**config.mk**
```make
export PLATFORM = sky130hd
export DESIGN_NAME = mem_ctrl_flat
export DESIGN_NICKNAME = d
export VERILOG_FILES = /design/src/rtl/mem_ctrl_pkg.sv /design/src/rtl/mem_ctrl_if.sv /design/src/rtl/mem_ctrl_wdog.sv /design/src/rtl/mem_ctrl.sv /design/src/flat_wrapper.sv
export SDC_FILE = /design/constraint.sdc
export NUM_CORES = 1
export LEC_CHECK = 0
export ABC_AREA = 1
export CAP_MARGIN = 40
export CORE_MARGIN = 4
export CORE_UTILIZATION = 45
export CTS_CLUSTER_SIZE = 30
export DETAILED_ROUTE_END_ITERATION = 8
export DONT_BUFFER_PORTS = 1
export SLEW_MARGIN = 25
export SYNTH_ARGS = -nofsm -noshare
export SYNTH_HDL_FRONTEND = slang
export SYNTH_SLANG_ARGS = --single-unit
```
**constraint.sdc**
```tcl
create_clock -name clk -period 11.9 [get_ports clk]
set_input_delay 1.19 -clock clk [delete_from_list [all_inputs] [get_ports clk]]
set_output_delay 1.19 -clock clk [all_outputs]
set_load 0.1 [all_outputs]
```
**src/rtl/mem_ctrl_pkg.sv**
```systemverilog
// Shared types for the memory-side controller: FSM state encoding and default sizing.
package mem_ctrl_pkg;

  typedef enum logic [1:0] {
    MC_IDLE  = 2'd0,
    MC_READ  = 2'd1,
    MC_WRITE = 2'd2,
    MC_RESP  = 2'd3
  } mc_state_t;

  localparam int MC_BYTES_DEFAULT  = 8;
  localparam int MC_DATA_W_DEFAULT = MC_BYTES_DEFAULT * 8;

endpackage

```
**src/rtl/mem_ctrl_if.sv**
```systemverilog
// Core request/response channel plus the single-outstanding memory port.
interface mem_ctrl_if #(
  parameter int ADDR_W = 32,
  parameter int DATA_W = 64
);
  localparam int BYTES = DATA_W / 8;

  logic              req_valid;
  logic              req_ready;
  logic              req_we;
  logic [ADDR_W-1:0] req_addr;
  logic [DATA_W-1:0] req_wdata;
  logic [BYTES-1:0]  req_wmask;

  logic              resp_valid;
  logic [DATA_W-1:0] resp_rdata;
  logic              resp_err;

  logic              mem_read;
  logic              mem_write;
  logic [ADDR_W-1:0] mem_addr;
  logic [DATA_W-1:0] mem_wdata;
  logic [BYTES-1:0]  mem_wmask;
  logic [DATA_W-1:0] mem_rdata;
  logic              mem_resp;

  // Controller side
  modport slave (
    input  req_valid, req_we, req_addr, req_wdata, req_wmask, mem_rdata, mem_resp,
    output req_ready, resp_valid, resp_rdata, resp_err,
           mem_read, mem_write, mem_addr, mem_wdata, mem_wmask
  );

  // Core and memory side
  modport master (
    output req_valid, req_we, req_addr, req_wdata, req_wmask, mem_rdata, mem_resp,
    input  req_ready, resp_valid, resp_rdata, resp_err,
           mem_read, mem_write, mem_addr, mem_wdata, mem_wmask
  );

endinterface

```
**src/rtl/mem_ctrl_wdog.sv**
```systemverilog
// Transaction watchdog: counts strobe cycles since accept and flags expiry at TIMEOUT_CYCLES-1.
module mem_ctrl_wdog #(
  parameter int TIMEOUT_CYCLES = 256
) (
  input  logic clk,
  input  logic rst,
  input  logic clear,
  input  logic run,
  output logic expired
);

  localparam int              CNT_W = $clog2(TIMEOUT_CYCLES + 1);
  localparam logic [CNT_W-1:0] LIMIT = CNT_W'(TIMEOUT_CYCLES - 1);

  logic [CNT_W-1:0] count;

  // Saturates at LIMIT; the FSM leaves the strobe state on that same edge.
  always_ff @(posedge clk or posedge rst) begin
    if (rst) begin
      count <= '0;
    end else if (clear) begin
      count <= '0;
    end else if (run && (count != LIMIT)) begin
      count <= count + 1'b1;
    end
  end

  assign expired = run && (count == LIMIT);

endmodule

```
**src/rtl/mem_ctrl.sv**
```systemverilog
// Single-outstanding memory controller between the core FSM and a variable-latency memory port.
// Optional watchdog abort of hung transactions is enabled by defining MEM_CTRL_TIMEOUT_EN.
module mem_ctrl
  import mem_ctrl_pkg::*;
#(
  parameter int ADDR_W         = 32,
  parameter int DATA_W         = MC_DATA_W_DEFAULT,
  parameter int TIMEOUT_CYCLES = 256
) (
  input logic       clk,
  input logic       rst,
  mem_ctrl_if.slave bus
);

  localparam int              BYTES      = DATA_W / 8;
  localparam int              OFF_W      = $clog2(BYTES);
  localparam logic [ADDR_W-1:0] ALIGN_MASK = ~ADDR_W'((1 << OFF_W) - 1);

  mc_state_t         state;
  mc_state_t         state_next;
  logic              accept;
  logic              expired;
  logic [ADDR_W-1:0] addr;
  logic [DATA_W-1:0] wdata;
  logic [BYTES-1:0]  wmask;
  logic [DATA_W-1:0] rdata;

  always_ff @(posedge clk or posedge rst) begin
    if (rst) begin
      state <= MC_IDLE;
    end else begin
      state <= state_next;
    end
  end

  // A real completion takes priority over a watchdog expiry in the same cycle.
  always_comb begin
    state_next = state;
    accept     = 1'b0;
    unique case (state)
      MC_IDLE: begin
        if (bus.req_valid) begin
          accept     = 1'b1;
          state_next = bus.req_we ? MC_WRITE : MC_READ;
        end
      end
      MC_READ, MC_WRITE: begin
        if (bus.mem_resp || expired) begin
          state_next = MC_RESP;
        end
      end
      MC_RESP: state_next = MC_IDLE;
      default: state_next = MC_IDLE;
    endcase
  end

  always_ff @(posedge clk or posedge rst) begin
    if (rst) begin
      addr  <= '0;
      wdata <= '0;
      wmask <= '0;
      rdata <= '0;
    end else begin
      if (accept) begin
        addr  <= bus.req_addr & ALIGN_MASK;
        wdata <= bus.req_wdata;
        wmask <= bus.req_we ? bus.req_wmask : '0;
        rdata <= '0;
      end
      if ((state == MC_READ) && bus.mem_resp) begin
        rdata <= bus.mem_rdata;
      end
    end
  end

`ifdef MEM_CTRL_TIMEOUT_EN
  logic err;

  mem_ctrl_wdog #(
    .TIMEOUT_CYCLES(TIMEOUT_CYCLES)
  ) u_wdog (
    .clk    (clk),
    .rst    (rst),
    .clear  (accept),
    .run    ((state == MC_READ) || (state == MC_WRITE)),
    .expired(expired)
  );

  always_ff @(posedge clk or posedge rst) begin
    if (rst) begin
      err <= 1'b0;
    end else if (accept) begin
      err <= 1'b0;
    end else if (expired && !bus.mem_resp) begin
      err <= 1'b1;
    end
  end

  assign bus.resp_err = (state == MC_RESP) && err;
`else
  assign expired      = 1'b0;
  assign bus.resp_err = 1'b0;
`endif

  // All outputs decode directly from flops, so an async reset clears them at once.
  assign bus.req_ready  = (state == MC_IDLE);
  assign bus.mem_read   = (state == MC_READ);
  assign bus.mem_write  = (state == MC_WRITE);
  assign bus.mem_addr   = addr;
  assign bus.mem_wdata  = wdata;
  assign bus.mem_wmask  = wmask;
  assign bus.resp_valid = (state == MC_RESP);
  assign bus.resp_rdata = (state == MC_RESP) ? rdata : '0;

endmodule

```
**src/flat_wrapper.sv**
```systemverilog
// flat-port wrapper written by rule: the top's interface ports become plain ports
module mem_ctrl_flat import mem_ctrl_pkg::*;
#(
  parameter int ADDR_W         = 32,
  parameter int DATA_W         = MC_DATA_W_DEFAULT,
  parameter int TIMEOUT_CYCLES = 256
)
  (clk, rst, bus_req_valid, bus_req_we, bus_req_addr, bus_req_wdata, bus_req_wmask, bus_mem_rdata, bus_mem_resp, bus_req_ready, bus_resp_valid, bus_resp_rdata, bus_resp_err, bus_mem_read, bus_mem_write, bus_mem_addr, bus_mem_wdata, bus_mem_wmask);
  mem_ctrl_if #(.ADDR_W(ADDR_W), .DATA_W(DATA_W)) bus_i ();
  input logic clk;
  input logic rst;
  input wire logic [$bits(bus_i.req_valid)-1:0] bus_req_valid;
  input wire logic [$bits(bus_i.req_we)-1:0] bus_req_we;
  input wire logic [$bits(bus_i.req_addr)-1:0] bus_req_addr;
  input wire logic [$bits(bus_i.req_wdata)-1:0] bus_req_wdata;
  input wire logic [$bits(bus_i.req_wmask)-1:0] bus_req_wmask;
  input wire logic [$bits(bus_i.mem_rdata)-1:0] bus_mem_rdata;
  input wire logic [$bits(bus_i.mem_resp)-1:0] bus_mem_resp;
  output wire logic [$bits(bus_i.req_ready)-1:0] bus_req_ready;
  output wire logic [$bits(bus_i.resp_valid)-1:0] bus_resp_valid;
  output wire logic [$bits(bus_i.resp_rdata)-1:0] bus_resp_rdata;
  output wire logic [$bits(bus_i.resp_err)-1:0] bus_resp_err;
  output wire logic [$bits(bus_i.mem_read)-1:0] bus_mem_read;
  output wire logic [$bits(bus_i.mem_write)-1:0] bus_mem_write;
  output wire logic [$bits(bus_i.mem_addr)-1:0] bus_mem_addr;
  output wire logic [$bits(bus_i.mem_wdata)-1:0] bus_mem_wdata;
  output wire logic [$bits(bus_i.mem_wmask)-1:0] bus_mem_wmask;
  assign bus_i.req_valid = bus_req_valid;
  assign bus_i.req_we = bus_req_we;
  assign bus_i.req_addr = bus_req_addr;
  assign bus_i.req_wdata = bus_req_wdata;
  assign bus_i.req_wmask = bus_req_wmask;
  assign bus_i.mem_rdata = bus_mem_rdata;
  assign bus_i.mem_resp = bus_mem_resp;
  assign bus_req_ready = bus_i.req_ready;
  assign bus_resp_valid = bus_i.resp_valid;
  assign bus_resp_rdata = bus_i.resp_rdata;
  assign bus_resp_err = bus_i.resp_err;
  assign bus_mem_read = bus_i.mem_read;
  assign bus_mem_write = bus_i.mem_write;
  assign bus_mem_addr = bus_i.mem_addr;
  assign bus_mem_wdata = bus_i.mem_wdata;
  assign bus_mem_wmask = bus_i.mem_wmask;
  mem_ctrl #(.ADDR_W(ADDR_W), .DATA_W(DATA_W), .TIMEOUT_CYCLES(TIMEOUT_CYCLES)) u_core (.clk(clk), .rst(rst), .bus(bus_i));
endmodule
```
# [Yosys cells after proc, flatten, opt, wreduce, memory -nomap -nowiden]
# Cells that the tools add are included.
[word_totals] register_bits=167 wordCells=25 inputBits=173
[op_classes] reduce_logical=5 n_mux=10 eq_ne=5
[op_table] cell="64-bit 2-to-1 mux" count=3
[op_table] cell="8-bit 2-to-1 mux" count=1
[op_table] cell="2-bit 2-to-1 mux" count=3
[op_table] cell="2-bit one-hot mux with 3 select lines" count=1
[op_table] cell="2-bit equality test (second input constant)" count=2
[op_table] cell="2-bit != test (second input constant)" count=2
[op_table] cell="2-bit by 1-bit equality test with 1-bit output (second input constant)" count=1
[op_table] cell="2-bit zero test" count=1
[op_table] cell="1-bit 2-to-1 mux" count=2
[op_table] cell="2-bit AND reduction" count=1
[op_table] cell="2-bit nonzero test" count=1
[op_table] cell="2-bit OR reduction" count=1
[op_table] cell="1-bit logical AND" count=1

# [Longest topological paths before layout]
# Gate-level depths: netlist of run 1.
[logic_depth] ltp_word=4 depth_mapped=8 depth_no_buf=7

# [Worst setup path before layout of run 1]
# OpenSTA, ideal clock, no wires.
[synth_timing] path_type="reg2out" startpoint="reg u_core.state[0]" endpoint="out bus_resp_rdata[10]" n_path_buf=2 path_stages_with_launch=6 setup_slack_ns=8.380 required_time_ns=10.710 arrival_time_ns=2.330 path_cell_list="dfrtp_1 ha_1 buf_2 buf_2 nand2_1 inv_1"
[synth_via] elab_chain_len=2
[synth_lines] item="start, declared" line_no="mem_ctrl.sv:19" text="mc_state_t state;"
[synth_lines] item="start signal, assigned" line_no="mem_ctrl.sv:32" text="state <= state_next;"
[synth_lines] item="2-bit equality test"
[synth_lines] item="named net bus_resp_valid" line_no="flat_wrapper.sv:20" text="output wire logic [$bits(bus_i.resp_valid)-1:0] bus_resp_valid;"
[synth_lines] item="64-bit 2-to-1 mux" line_no="mem_ctrl.sv:113" text="assign bus.resp_rdata = (state == MC_RESP) ? rdata : '0;"
[synth_lines] item="end, declared" line_no="flat_wrapper.sv:21" text="output wire logic [$bits(bus_i.resp_rdata)-1:0] bus_resp_rdata;"
# The timed path passes the listed nets, and every way through them passes these cells.

# [Final worst setup path of run 1]
# Ends and elaborated chain as after synthesis.

==> qor.yml, run 1 <==
outcome: "finished clean"
viasPerCell: 5.13
final.period_utilization_pct: 30.1
vias: 6464
cts.path.max_buffers: 2
reg2reg_to: "u_core.bus.mem_addr[10]"
port_buffers: 0
netlist_instances: 880
die_h_um: 135
r2r_setup_slack_ns: 9.22
grt_first_pass_wirelength_mm: 36.0
min_from: "u_core.rdata[32]"
rsz0062_at_grt: "false"
drtIter0Drc: 409
grt_start_max_net_pins: 85
ys_types: 12
wl_per_cell_um: 19.3
synth_seq_area_share_pct: 58.0
synthesis.area_sq_um: 7210
routabilityCongestion: 0.783
min_to: "u_core.rdata[32]"
ys_seq_elements: 167
crit_type: "reg2out"
cts_tree: "done"
wl_mm: 24.3
finalSetupTns_ns: 0
cp-end-kind: "output pin"
io_pins: 346
fmax_ghz: 0.279
cts_max_level: 4
synth_warnings: 0
grt-ovfl-total: 0
post-cts-setup-buffers: 0
cp-startpoint: "u_core.state[0]"
syn2layout_area_growth_pct: 53.3
slew_viol_final: 0
clk_pin_slew_ns: 0.06
finClkSkew_ns: 0.00950
nets: 1210
final_antenna_net_count: 0
grt_pass1_vias: 6703
hpwl_mm: 16.3
r2r-start: "u_core.state[0]"
hold_viol: 0
min_path_type: "reg2reg"
start_kind: "register"
setup_viol: 0
cts-hold-fix-buffers: 0
cts_buffers: 17
relSlewSlack_pct: 40.3
crit_fanout: 35
clkSinkCount: 167
drv_cap: 0
diodes: 0
num_rows: 46
grtUsageTotal_pct: 25.8
worstMarginPinSlew_ns: 0.895
cts_resized: 0
cts-root-buf: "clkbuf_16"
period_needed_ns: 3.59
antenna_found_initial: 0
firstDrtPassIters: 5
insertion_delay_ns: 0.43
hold_depth: 2
ff2ff_path_depth: 8
die_x_um: 135
drc: 0
core_area_sq_um: 15800
dieArea_sq_um: 18100
initial_core_util_pct: 45.7
drive_above_1_share_pct: 14.5
avgSynthCellArea_sq_um: 8.19
critPathRequiredTime_ns: 10.71
arrival_ns: 2.40
==> layout by cell type (no fill, tap or decap), types with 5 or more instances in the layout <==
master	synthesis	routed
nand2_1	437	435
inv_1	71	70
dfrtp_1	167	167
clkbuf_1	0	8
clkbuf_16	0	21
nand3_1	128	128
o21ai_1	5	5
buf_1	0	70
buf_16	0	103
==> registers in the layout, summed over array words and instances (netlist names) <==
signal and flops:
u_core.bus.mem_wdata 64, u_core.rdata 64, u_core.bus.mem_addr 29, u_core.bus.mem_wmask 8, u_core.state 2
==> routing by layer <==
metal	share of wire [%]	GRT usage, %	vias to the layer above	wire [um]
met4	3.9	11.5	0	938
met5	0	0	-	0
met2	51	43.7	314	12500
li1	-	-	2979	-
met1	35	27.9	3103	8490
met3	9.8	11.5	68	2390
==> worst max-delay path by stage <==
stage | end | slack (ns) | depth (start not counted)
2_1_floorplan | u_core.bus.mem_addr[10] | 6.19 | 1
3_3_place_gp | u_core.bus.mem_wdata[17] | 8.30 | 7
3_5_place_dp | bus_resp_rdata[10] | 8.75 | 4
4_1_cts | bus_resp_rdata[10] | 8.28 | 4
5_1_grt | bus_resp_rdata[10] | 8.21 | 4
6_report | bus_resp_rdata[10] | 8.31 | 4
==> synthesized netlist by cell type <==
library cell	instances	area share (%)
inv_1	71	3.7
nand3_1	128	8.9
buf_6	1	0.16
inv_2	1	0.052
dfrtp_1	167	58
buf_2	37	2.6
buf_4	23	2.4
ha_1	5	0.87
o21ai_0	4	0.28
nand2_1	437	23
o21ai_1	5	0.35
conb_1	1	0.052
==> final cells by class <==
cell class                      instances  area [sq um]
Fill cell                            1108          4720
Sequential cell                       167          4180
Timing Repair Buffer                  191          3300
Multi-Input combinational cell        583          2440
Clock buffer                           20           467
Inverter                               72           275
Tap cell                              216           270
Clock inverter                         11           121
==> cell families after synthesis <==
family | after synthesis | synth area share, %
AND/OR/NAND/NOR | 565 | 31.6
AO/OA/AOI/OAI | 9 | 0.625
adder cells (fa/ha/maj) | 5 | 0.868
other | 1 | 0.0520
buffers and inverters | 133 | 8.87
flip-flops | 167 | 58.0
==> critical path: stages, from the launching register on <==
cell and delay (ns):
dfrtp_1 0.49, ha_4 0.44, buf_16 0.30, nand2_1 0.11, inv_1 0.61
==> through the flow <==
| stage | hold WS [ns] | area (sq um) | worst slack [ns] | cells | utilization, % |
|---|---|---|---|---|---|
| finish | 0.501 | 11100 | 8.31 | 1260 | 70.1 |
| global route | 0.502 | 11100 | 8.21 | 1260 | 70.1 |
| CTS | 0.505 | 10800 | 8.28 | 1244 | 68.6 |
| detailed placement | 0.489 | 10200 | 8.75 | 1213 | 64.8 |
| global placement | 0.484 | 7190 | 8.30 | 1042 | 45.6 |
| floorplan | 0.471 | 7220 | 6.19 | 883 | - |
Power of run 1 is left out: the tool's default activity adds up to more than one toggle a clock period on the data nets, which glitch-free logic cannot reach.
==> inputs of run 2 (changes only) <==
Clock period 11.9 ns to 3.1 ns, I/O delays scaled along.
==> qor.yml, run 2 (synthesis gave the netlist of run 1 again) <==
final_common_cell: "nand2_1"
wl_per_cell_um: 22.4  # +16%
grt_start_max_net_pins: 174  # +100%
grtUsageTotal_pct: 32.0  # +6.2 points
arrival_ns: 2.12  # -0.28 ns
period_needed_ns: 2.43
final_antenna_net_count: 0  # unchanged
hpwl_mm: 16.8  # +2.6%
mostFrequentLayoutCells: "nand2_1 (435), dfrtp_1 (167), nand3_1 (128)"
insertion_delay_ns: 0.44  # about the same
cts-root-buf: "clkbuf_16"
cts_tree: "done"
antenna_found_initial: 0  # unchanged
rsz0062_at_grt: "false"
viasPerCell: 5.49  # +6.9%
fmax_ghz: 0.411
grt-ovfl-total: 0  # unchanged
relSlewSlack_pct: 47.1  # +6.8 points
hold_depth: 2  # unchanged
dieArea_sq_um: 18100  # unchanged
die_x_um: 135  # unchanged
initial_core_util_pct: 45.7  # unchanged
final.period_utilization_pct: 78.5
num_rows: 46  # unchanged
cp-startpoint: "u_core.state[0]"
grt_first_pass_wirelength_mm: 44.0  # +22%
slew_viol_final: 0  # unchanged
r2r-start: "u_core.state[1]"
slowest_delay_ns: 0.64  # +0.03 ns
setup_viol: 0  # unchanged
drtIter0Drc: 614  # +50%
crit_fanout: 65  # +86%
whs_ns: 0.0166  # -0.484 ns
cts-hold-fix-buffers: 50  # +50
cts_resized: 0  # unchanged
clk_pin_slew_ns: 0.06  # about the same
post-cts-setup-buffers: 0  # unchanged
cts.path.max_buffers: 2  # unchanged
wl_mm: 30.9  # +27%
finalSetupTns_ns: 0  # unchanged
setup_slack_ns: 0.665  # -7.65 ns
critPathRequiredTime_ns: 2.79  # -7.92 ns
io_pins: 346  # unchanged
start_kind: "register"
min_path_type: "in2reg"
routabilityCongestion: 0.784  # +0.13%
num-fill-cells: 937  # -15%
finClkSkew_ns: 0.0179  # +0.00841 ns
cts_buffers: 17  # unchanged
ff2ff_path_depth: 7  # -1
clkSinkCount: 167  # unchanged
drc: 0  # unchanged
core_area_sq_um: 15800  # unchanged
firstDrtPassIters: 6  # +1
path_cells: "ha_4 > nand2_1 > inv_1 > buf_4"
crit_type: "reg2out"
drive_above_1_share_pct: 17.9  # +3.5 points
cp-endpoint: "bus_resp_rdata[39]"
port_buffers: 0  # unchanged
slowest_stage: "ha_4"
reg2reg_to: "u_core.bus.mem_wdata[8]"
die_h_um: 135  # unchanged
r2r_setup_slack_ns: 0.86  # -8.36 ns
postLayoutCoreUtil_pct: 76.3  # +6.2 points
outcome: "finished clean"
vias: 7581  # +17%
drv_cap: 0  # unchanged
cts_max_level: 4  # unchanged
cp-end-kind: "output pin"
worstMarginPinSlew_ns: 0.793  # -0.102 ns
grt_pass1_vias: 7795  # +16%
nets: 1330  # +9.9%
syn2layout_area_growth_pct: 66.8
place_ws_ns: 1.02  # -7.73 ns
hold_viol: 0  # unchanged
run 2: cell types whose count changed in the layout (fill, tap and decap cells not counted), sizes merged:
cell / previous run / this run
buf: 179 / 246
bufinv: 2 / 4
clkbuf: 32 / 39
clkinv: 5 / 2
diode: 0 / 1
dlygate4sd3: 0 / 51
inv: 74 / 71
run 2: layer usage:
metal | share of wire, % | global-route usage [%] | up-vias | wire length [um]
li1 | - | - | 3227 | -
met1 | 33 | 34.8 | 3605 | 10300
met2 | 50 | 55.0 | 567 | 15300
met3 | 9.8 | 9.54 | 182 | 3040
met4 | 7.1 | 19.2 | 0 | 2190
met5 | 0 | 0 | - | 0
run 2: worst max-delay path: cells and delay by family (launching register included):
kind	cells	cell delay [ns]
DFF	1	0.47
and+or+nand+nor	1	0.14
adders and majority gates	1	0.64
buffers and inverters	2	0.39
run 2: layout make-up:
class                   instances  area, sq um  share of cell area, %
inverters                      72          274                   2.28
multi-input cells             583         2440                   20.3
flip-flops and latches        167         4180                   34.7
repair buffers                311         4240                   35.2
clock buffers                  25          485                   4.04
clock inverters                 7          141                   1.18
diodes                          1         2.50                 0.0208
well taps                     216          270                   2.25
run 2: worst min-delay path by stage:
stage	startpoint	slack, ns	to
after floorplan	bus_req_addr[10]	0.42	u_core.bus.mem_addr[10]
after global placement	rst	0.37	u_core.bus.mem_wmask[7]
after detailed placement	rst	0.30	u_core.bus.mem_addr[30]
after CTS	bus_req_addr[5]	0.002	u_core.bus.mem_addr[5]
after global routing	bus_req_addr[11]	0.01	u_core.bus.mem_addr[11]
final	bus_req_wdata[14]	0.02	u_core.bus.mem_wdata[14]
run 2: through the flow:
stage,instances,instance area (sq um)
CTS,1360,11700
finish,1382,12000
floorplan,883,7230
global route,1381,12000
detailed placement,1278,10600
global placement,1111,7750
Power of run 2 is left out for the same reason.
==> inputs of run 3 (changes only) <==
Clock period 3.1 ns to 2.1 ns, I/O delays scaled along.
==> qor.yml, run 3 (synthesis gave the netlist of run 1 again) <==
critPathRequiredTime_ns: 1.89  # -0.90 ns
wl_mm: 27.6  # -11%
arrival_ns: 1.79  # -0.33 ns
cts-root-buf: "clkbuf_16"
clk_pin_slew_ns: 0.06  # about the same
r2r_setup_slack_ns: 0.12  # -0.74 ns
hold_depth: 5  # +3
clkSinkCount: 167  # unchanged
min_from: "bus_req_valid"
cts.path.max_buffers: 2  # unchanged
viasPerCell: 5.23  # -4.6%
routabilityCongestion: 0.823  # +5.0%
worstMarginPinSlew_ns: 0.506  # -0.287 ns
nets: 1430  # +7.5%
r2r-start: "u_core.state[1]"
dieArea_sq_um: 18100  # unchanged
crit_fanout: 42  # -35%
hpwl_mm: 14.3  # -15%
cts_tree: "done"
rsz0062_at_grt: "false"
syn2layout_area_growth_pct: 73.5
initial_core_util_pct: 45.7  # unchanged
min_to: "u_core.state[0]"
post-cts-setup-buffers: 0  # unchanged
min_path_type: "in2reg"
layoutNonFillerInstCount: 1482  # +7.2%
final.period_utilization_pct: 95.1
antenna_found_initial: 1  # +1
relSlewSlack_pct: 66.3  # +19 points
port_buffers: 0  # unchanged
ff2ff_path_depth: 6  # -1
final_antenna_net_count: 0  # unchanged
num_rows: 46  # unchanged
grt_start_max_net_pins: 94  # -46%
place_inst: 1218  # -4.7%
drc: 0  # unchanged
outcome: "finished clean"
drv_cap: 0  # unchanged
grt-ovfl-total: 0  # unchanged
core_area_sq_um: 15800  # unchanged
wl_per_cell_um: 18.6  # -17%
die_x_um: 135  # unchanged
cts_buffers: 17  # unchanged
insertion_delay_ns: 0.43  # about the same
grtUsageTotal_pct: 30.2  # -1.8 points
final_common_cell: "nand2_1"
die_h_um: 135  # unchanged
firstDrtPassIters: 5  # -1
vias: 7752  # +2.3%
hold_viol: 0  # unchanged
io_pins: 346  # unchanged
grt_pass1_vias: 8247  # +5.8%
mostFrequentLayoutCells: "nand2_1 (435), dlygate4sd3_1 (231), dfrtp_1 (166)"
cp-end-kind: "output pin"
reg2reg_to: "u_core.rdata[41]"
crit_type: "reg2out"
fmax_ghz: 0.501
setup_viol: 0  # unchanged
drtIter0Drc: 658  # +7.2%
drive_above_1_share_pct: 22.0  # +4.0 points
period_needed_ns: 2.00
finClkSkew_ns: 0.00929  # -0.00863 ns
slew_viol_final: 0  # unchanged
cts_max_level: 4  # unchanged
grt_first_pass_wirelength_mm: 43.2  # -1.6%
start_kind: "register"
## run 3: changes by cell type in the layout (fill, tap and decap cells not counted), sizes merged
cell | before | now
clkbuf | 39 | 23
clkinvlp | 2 | 64
bufinv | 4 | 0
dlygate4sd3 | 51 | 231
inv | 71 | 12
clkinv | 2 | 5
buf | 246 | 180
## run 3: timing repair
item                       4_1_cts  5_1_grt
setup endpoints to repair        0       42
hold endpoints to repair       334        0
hold buffers                   231        0
gates resized for setup          0        3
## run 3: worst max path at each step
| stage | from | to | slack (ns) |
|---|---|---|---|
| 2_1_floorplan | rst | u_core.bus.mem_addr[10] | -0.24 |
| 3_3_place_gp | u_core.state[0] | u_core.bus.mem_wmask[7] | 0.51 |
| 3_5_place_dp | u_core.state[0] | u_core.bus.mem_wmask[5] | 0.45 |
| 4_1_cts | u_core.state[0] | bus_resp_rdata[22] | 0.07 |
| 5_1_grt | u_core.state[1] | bus_resp_rdata[49] | 0.02 |
| 6_report | u_core.state[1] | bus_resp_rdata[49] | 0.10 |
## run 3: per-stage QoR
| step | instance area [sq um] | util, % | TNS [ns] | setup WS [ns] | hold slack, ns |
|---|---|---|---|---|---|
| after floorplan | 7460 | - | -39.54 | -0.237 | 0.320 |
| after global placement | 9630 | 61.1 | 0 | 0.508 | 0.257 |
| after detailed placement | 9630 | 61.1 | 0 | 0.450 | 0.269 |
| after CTS | 12500 | 79.2 | 0 | 0.0666 | 0.0707 |
| after global routing | 12500 | 79.3 | 0 | 0.0237 | 0.116 |
| final | 12500 | 79.3 | 0 | 0.103 | 0.0866 |
## run 3: per-layer routing
| metal | up-vias | global-route usage, % | wire, um |
|---|---|---|---|
| met5 | - | 0 | 0 |
| met4 | 0 | 14.8 | 1290 |
| met3 | 109 | 7.97 | 2510 |
| met2 | 515 | 53.8 | 14400 |
| met1 | 3720 | 33.3 | 9350 |
| li1 | 3408 | - | - |
## run 3: layout make-up
class	count	area [sq um]
Timing Repair Buffer	411	4560
Sequential cell	167	4180
Fill cell	859	3260
Multi-Input combinational cell	583	2440
Inverter	72	499
Clock buffer	23	488
Tap cell	216	270
Clock inverter	9	67.6
Antenna cell	1	2.50
## run 3: critical path, stage by stage, from the launching register on
cell	delay (ns)
dfrtp_1	0.43
ha_4	0.25
buf_12	0.23
nand2_1	0.15
clkinvlp_4	0.13
buf_12	0.17
Power of run 3 is left out for the same reason.
==> RTL edit 1 (flow settings as in run 2) <==
`ADDR_W` is set to 32 in 3 places; all go to 36.
--- a/src/rtl/mem_ctrl_if.sv
+++ b/src/rtl/mem_ctrl_if.sv
@@ -2,3 +2,3 @@
 interface mem_ctrl_if #(
-  parameter int ADDR_W = 32,
+  parameter int ADDR_W = 36,
   parameter int DATA_W = 64
--- a/src/rtl/mem_ctrl.sv
+++ b/src/rtl/mem_ctrl.sv
@@ -5,3 +5,3 @@
 #(
-  parameter int ADDR_W         = 32,
+  parameter int ADDR_W         = 36,
   parameter int DATA_W         = MC_DATA_W_DEFAULT,
--- a/src/flat_wrapper.sv
+++ b/src/flat_wrapper.sv
@@ -3,3 +3,3 @@
 #(
-  parameter int ADDR_W         = 32,
+  parameter int ADDR_W         = 36,
   parameter int DATA_W         = MC_DATA_W_DEFAULT,
Ports: changed (resized bus_mem_addr and bus_req_addr); port bits go from 346 to 354. The function was not compared with the original's and may differ.
==> RTL edit 1 against run 2 <==
  * Sequential cell count rose by 4
  * Critical endpoint is now bus_resp_rdata[52]
  * Wire length fell by 2.6%
  * Highest routed layer unchanged
  * Design area rose by 1.4%
  * Setup slack improved by 0.010 ns
  * Synthesized area rose by 1.8%
  * Via count fell by 1.9%
  * Count of clock-buffer cells in the layout fell by 3
  * Register-to-register slack improved by 0.04 ns
Power is left out: the tool's default activity adds up to more than one toggle a clock period on the data nets, which glitch-free logic cannot reach.
==> RTL edit 1: results (changes against run 2) <==
- GRT met2 Usage: 0.508 (was 0.550)
- Crit-path max cell delay: 0.66 ns (was 0.64 ns)
- HP Start: bus_req_addr[9] (was bus_req_wdata[14])
- Global-route wire length before repair: 42.2 mm (was 44.0 mm)
- Relative slew slack: 0.401 (was 0.471)
- 1st-iter DRT viols: 756 (was 614)
- Status: complete, no violations (unchanged)
- Post-DP HPWL: 16.9 mm (was 16.8 mm)
- Gr usage total: 0.301 (was 0.320)
- DR WL met3: 3.03 mm (was 3.04 mm)
- Share of layout cells above drive strength 1: 0.180 (was 0.179)
- Reg2reg start: u_core.state[0] (was u_core.state[1])
- # nets final: 1364 (was 1330)
- RR Endpoint: u_core.bus.mem_wdata[48] (was u_core.bus.mem_wdata[8])
- Hold Buf Count CTS: 51 (was 50)
- Wire per inst: 21.4 um (was 22.4 um)
- Reg2Reg Depth: 6 (was 7)
- Gpl congestion: 0.777 (was 0.784)
- Vias/cell: 5.28 (was 5.49)
- Async set-or-reset flop fraction in the synthesized netlist: 1.00 (unchanged)
- Synth cell types: 13 (was 12)
- Clk_skew: 0.0137 ns (was 0.0179 ns)
- Sequential cell area fraction in the yosys report: 0.583 (was 0.580)
- Initial antenna violation count: 0 (unchanged)
- Crit-path max FO: 65 (unchanged)
- Fillers: 966 (was 937)
- Met1 Wirelength: 10.4 mm (was 10.3 mm)
- Met2 WL: 15.1 mm (was 15.3 mm)
- Flop2flop setup slack: 0.90 ns (was 0.86 ns)
- Pin count of the biggest net entering global routing: 178 (was 174)
- Top post-synthesis cells by area: dfrtp_1 58%, nand2_1 23%, nand3_1 8.7% (was dfrtp_1 58%, nand2_1 23%, nand3_1 8.9%)
- Commonest cells post-synth: 448 x nand2_1, 171 x dfrtp_1, 128 x nand3_1 (was 437 x nand2_1, 167 x dfrtp_1, 128 x nand3_1)
- Met3 global-route usage: 0.104 (was 0.0954)
- Global-route track usage on met1: 0.339 (was 0.348)
- Hold endpoint: u_core.bus.mem_addr[9] (was u_core.bus.mem_wdata[14])
RTL edit 1: final cells by class:
| type | instances | area [um^2] | share of cell area |
|---|---|---|---|
| Multi-Input combinational cell | 595 | 2490 | 0.204 |
| Inverter | 72 | 274 | 0.0225 |
| Sequential cell | 171 | 4280 | 0.351 |
| Clock buffer | 22 | 464 | 0.0381 |
| Tap cell | 216 | 270 | 0.0222 |
| Timing Repair Buffer | 325 | 4320 | 0.354 |
| Clock inverter | 7 | 93.8 | 0.00769 |
| Antenna cell | 1 | 2.50 | 0.000205 |
RTL edit 1: logic make-up (layout without fill, tap and decap cells):
| group | after synthesis | after routing | share of synthesized area |
|---|---|---|---|
| and+or+nand+nor | 577 | 577 | 0.317 |
| DFF | 171 | 171 | 0.583 |
| buffers and inverters | 133 | 426 | 0.0849 |
| AOI/OAI and AO/OA | 9 | 9 | 0.00613 |
| adders and majority gates | 5 | 5 | 0.00852 |
| other | 1 | 5 | 0.000511 |
RTL edit 1: worst max path at each step:
stage	slack, ns	end	start	depth (start not counted)
5_1_grt	0.55	bus_resp_rdata[36]	u_core.state[0]	4
4_1_cts	0.66	bus_resp_rdata[38]	u_core.state[0]	4
3_3_place_gp	1.12	u_core.bus.mem_addr[7]	u_core.state[1]	7
2_1_floorplan	0.46	bus_resp_rdata[10]	u_core.state[0]	5
3_5_place_dp	1.05	u_core.bus.mem_wdata[44]	u_core.state[1]	7
6_report	0.68	bus_resp_rdata[52]	u_core.state[0]	4
RTL edit 1: per-stage QoR:
step	cells	cell area, um^2	setup WS (ns)	utilization	hold slack [ns]
global placement	1133	7950	1.12	0.498	0.264
global route	1408	12200	0.547	0.765	0.000786
floorplan	899	7360	0.460	-	0.420
CTS	1387	11900	0.660	0.748	0.000664
finish	1409	12200	0.676	0.765	0.0116
detailed placement	1307	10900	1.05	0.681	0.264
==> RTL edit 2 (flow settings as in run 2) <==
Made on the original files. Encoding of `mc_state_t`: now one-hot (4 bits for 4 states).
--- a/src/rtl/mem_ctrl_pkg.sv
+++ b/src/rtl/mem_ctrl_pkg.sv
@@ -3,7 +3,7 @@
 
-  typedef enum logic [1:0] {
-    MC_IDLE  = 2'd0,
-    MC_READ  = 2'd1,
-    MC_WRITE = 2'd2,
-    MC_RESP  = 2'd3
+  typedef enum logic [3:0] {
+    MC_IDLE  = 4'b0001,
+    MC_READ  = 4'b0010,
+    MC_WRITE = 4'b0100,
+    MC_RESP  = 4'b1000
   } mc_state_t;
Behaviour: no difference found for any inputs over 10 cycles, from zero or initial values and one cycle with rst high; not proved beyond that.
==> RTL edit 2 against run 2 <==
  * Synthesized area up 0.28%
  * Wire length down 8.4%
  * Highest routed layer unchanged
  * Sequential cell count up 2
  * Critical path depth up 1
  * First-iteration DRC count up 12%
  * Design area up 4.2%
  * Setup slack worse by 0.24 ns
==> RTL edit 2: results (changes against run 2) <==
- Clk_skew: 0.0113 ns (was 0.0179 ns)
- Hold endpoint: u_core.rdata[21] (was u_core.bus.mem_wdata[14])
- Sequential cell area fraction in the yosys report: 0.585 (was 0.580)
- Setup crit end: bus_resp_rdata[58] (was bus_resp_rdata[39])
- Global-route track usage on met1: 0.290 (was 0.348)
- Place WS: 0.936 ns (was 1.02 ns)
- Synth cell types: 20 (was 12)
- Int Pwr: 8.22 mW
- CP startpoint: u_core.state[1] (was u_core.state[0])
- GRT met2 Usage: 0.488 (was 0.550)
- Cell count after placement: 1267 (was 1278)
- Antenna diode count: 0 (was 1)
- Syn avg cell area: 8.23 um^2 (was 8.19 um^2)
- 1st-iter DRT viols: 689 (was 614)
- Actual slew at the worst max-slew pin: 0.960 ns (was 0.793 ns)
- Final worst slack: 0.428 ns (was 0.665 ns)
- Status: complete, no violations (unchanged)
- Final Non-Filler Cells: 1442 (was 1382)
- Drt pass-1 iters: 7 (was 6)
- Pwr Total: 17.0 mW
- Clock Path Buffers: 2 (unchanged)
- Fin Hold WS: 0.00701 ns (was 0.0166 ns)
- Post-DP HPWL: 15.9 mm (was 16.8 mm)
- Global-route wire length before repair: 38.3 mm (was 44.0 mm)
- Gr usage total: 0.270 (was 0.320)
- Final Cell Area: 12500 um^2 (was 12000 um^2)
- Slowest CP cell: dfrtp_1 (was ha_4)
- Crit-path max cell delay: 0.42 ns (was 0.64 ns)
- Crit path DAT: 2.36 ns (was 2.12 ns)
- Crit-path max FO: 44 (was 65)
- Critical path's top delay family: simple AND/OR/NAND/NOR gates (was adder cells)
- Pin count of the biggest net entering global routing: 175 (was 174)
- Compound-gate portion of the synthesized area: 0.00692 (was 0.00625)
- Fillers: 890 (was 937)
- RR Endpoint: u_core.bus.mem_addr[17] (was u_core.bus.mem_wdata[8])
- HP Start: bus_mem_rdata[21] (was bus_req_wdata[14])
- Vias/cell: 5.17 (was 5.49)
- Post-Synth Adder-Cell Area: 0 (was 0.00868)
- Final wirelength: 28.3 mm (was 30.9 mm)
- Top post-synthesis cells by area: dfrtp_1 58%, nand2_1 22%, nand3_1 4.6% (was dfrtp_1 58%, nand2_1 23%, nand3_1 8.9%)
- Share of layout cells above drive strength 1: 0.223 (was 0.179)
- Gpl congestion: 0.792 (was 0.784)
- Flop2flop setup slack: 1.00 ns (was 0.86 ns)
- Vias in the first global route: 7278 (was 7795)
- Met3 global-route usage: 0.0727 (was 0.0954)
- Commonest cells post-synth: 429 x nand2_1, 168 x dfrtp_1, 74 x inv_1 (was 437 x nand2_1, 167 x dfrtp_1, 128 x nand3_1)
## RTL edit 2: cell types whose count changed in the layout (fill, tap and decap cells not counted), sizes merged, moves of 3 or more
cell | before | now
inv | 71 | 76
nor2 | 0 | 69
nand3 | 128 | 69
dlygate4sd3 | 51 | 110
buf | 246 | 230
clkinvlp | 2 | 5
ha | 5 | 0
clkbuf | 39 | 48
nand2 | 437 | 429
## RTL edit 2: repair_timing
action,CTS,global route
endpoints found under the hold margin,126,1
buffers inserted,0,0
hold buffers,109,1
endpoints found under the setup margin,0,0
## RTL edit 2: cell type report
| class | count | area share |
|---|---|---|
| repair buffers | 367 | 0.370 |
| flip-flops and latches | 169 | 0.337 |
| multi-input cells | 583 | 0.200 |
| clock buffers | 21 | 0.0375 |
| inverters | 76 | 0.0231 |
| well taps | 216 | 0.0216 |
| clock inverters | 10 | 0.0114 |
## RTL edit 2: per-layer routing
layer	part of all wire	vias up
met5	0	-
met4	0.057	0
met3	0.084	112
met2	0.52	463
met1	0.34	3593
li1	-	3283
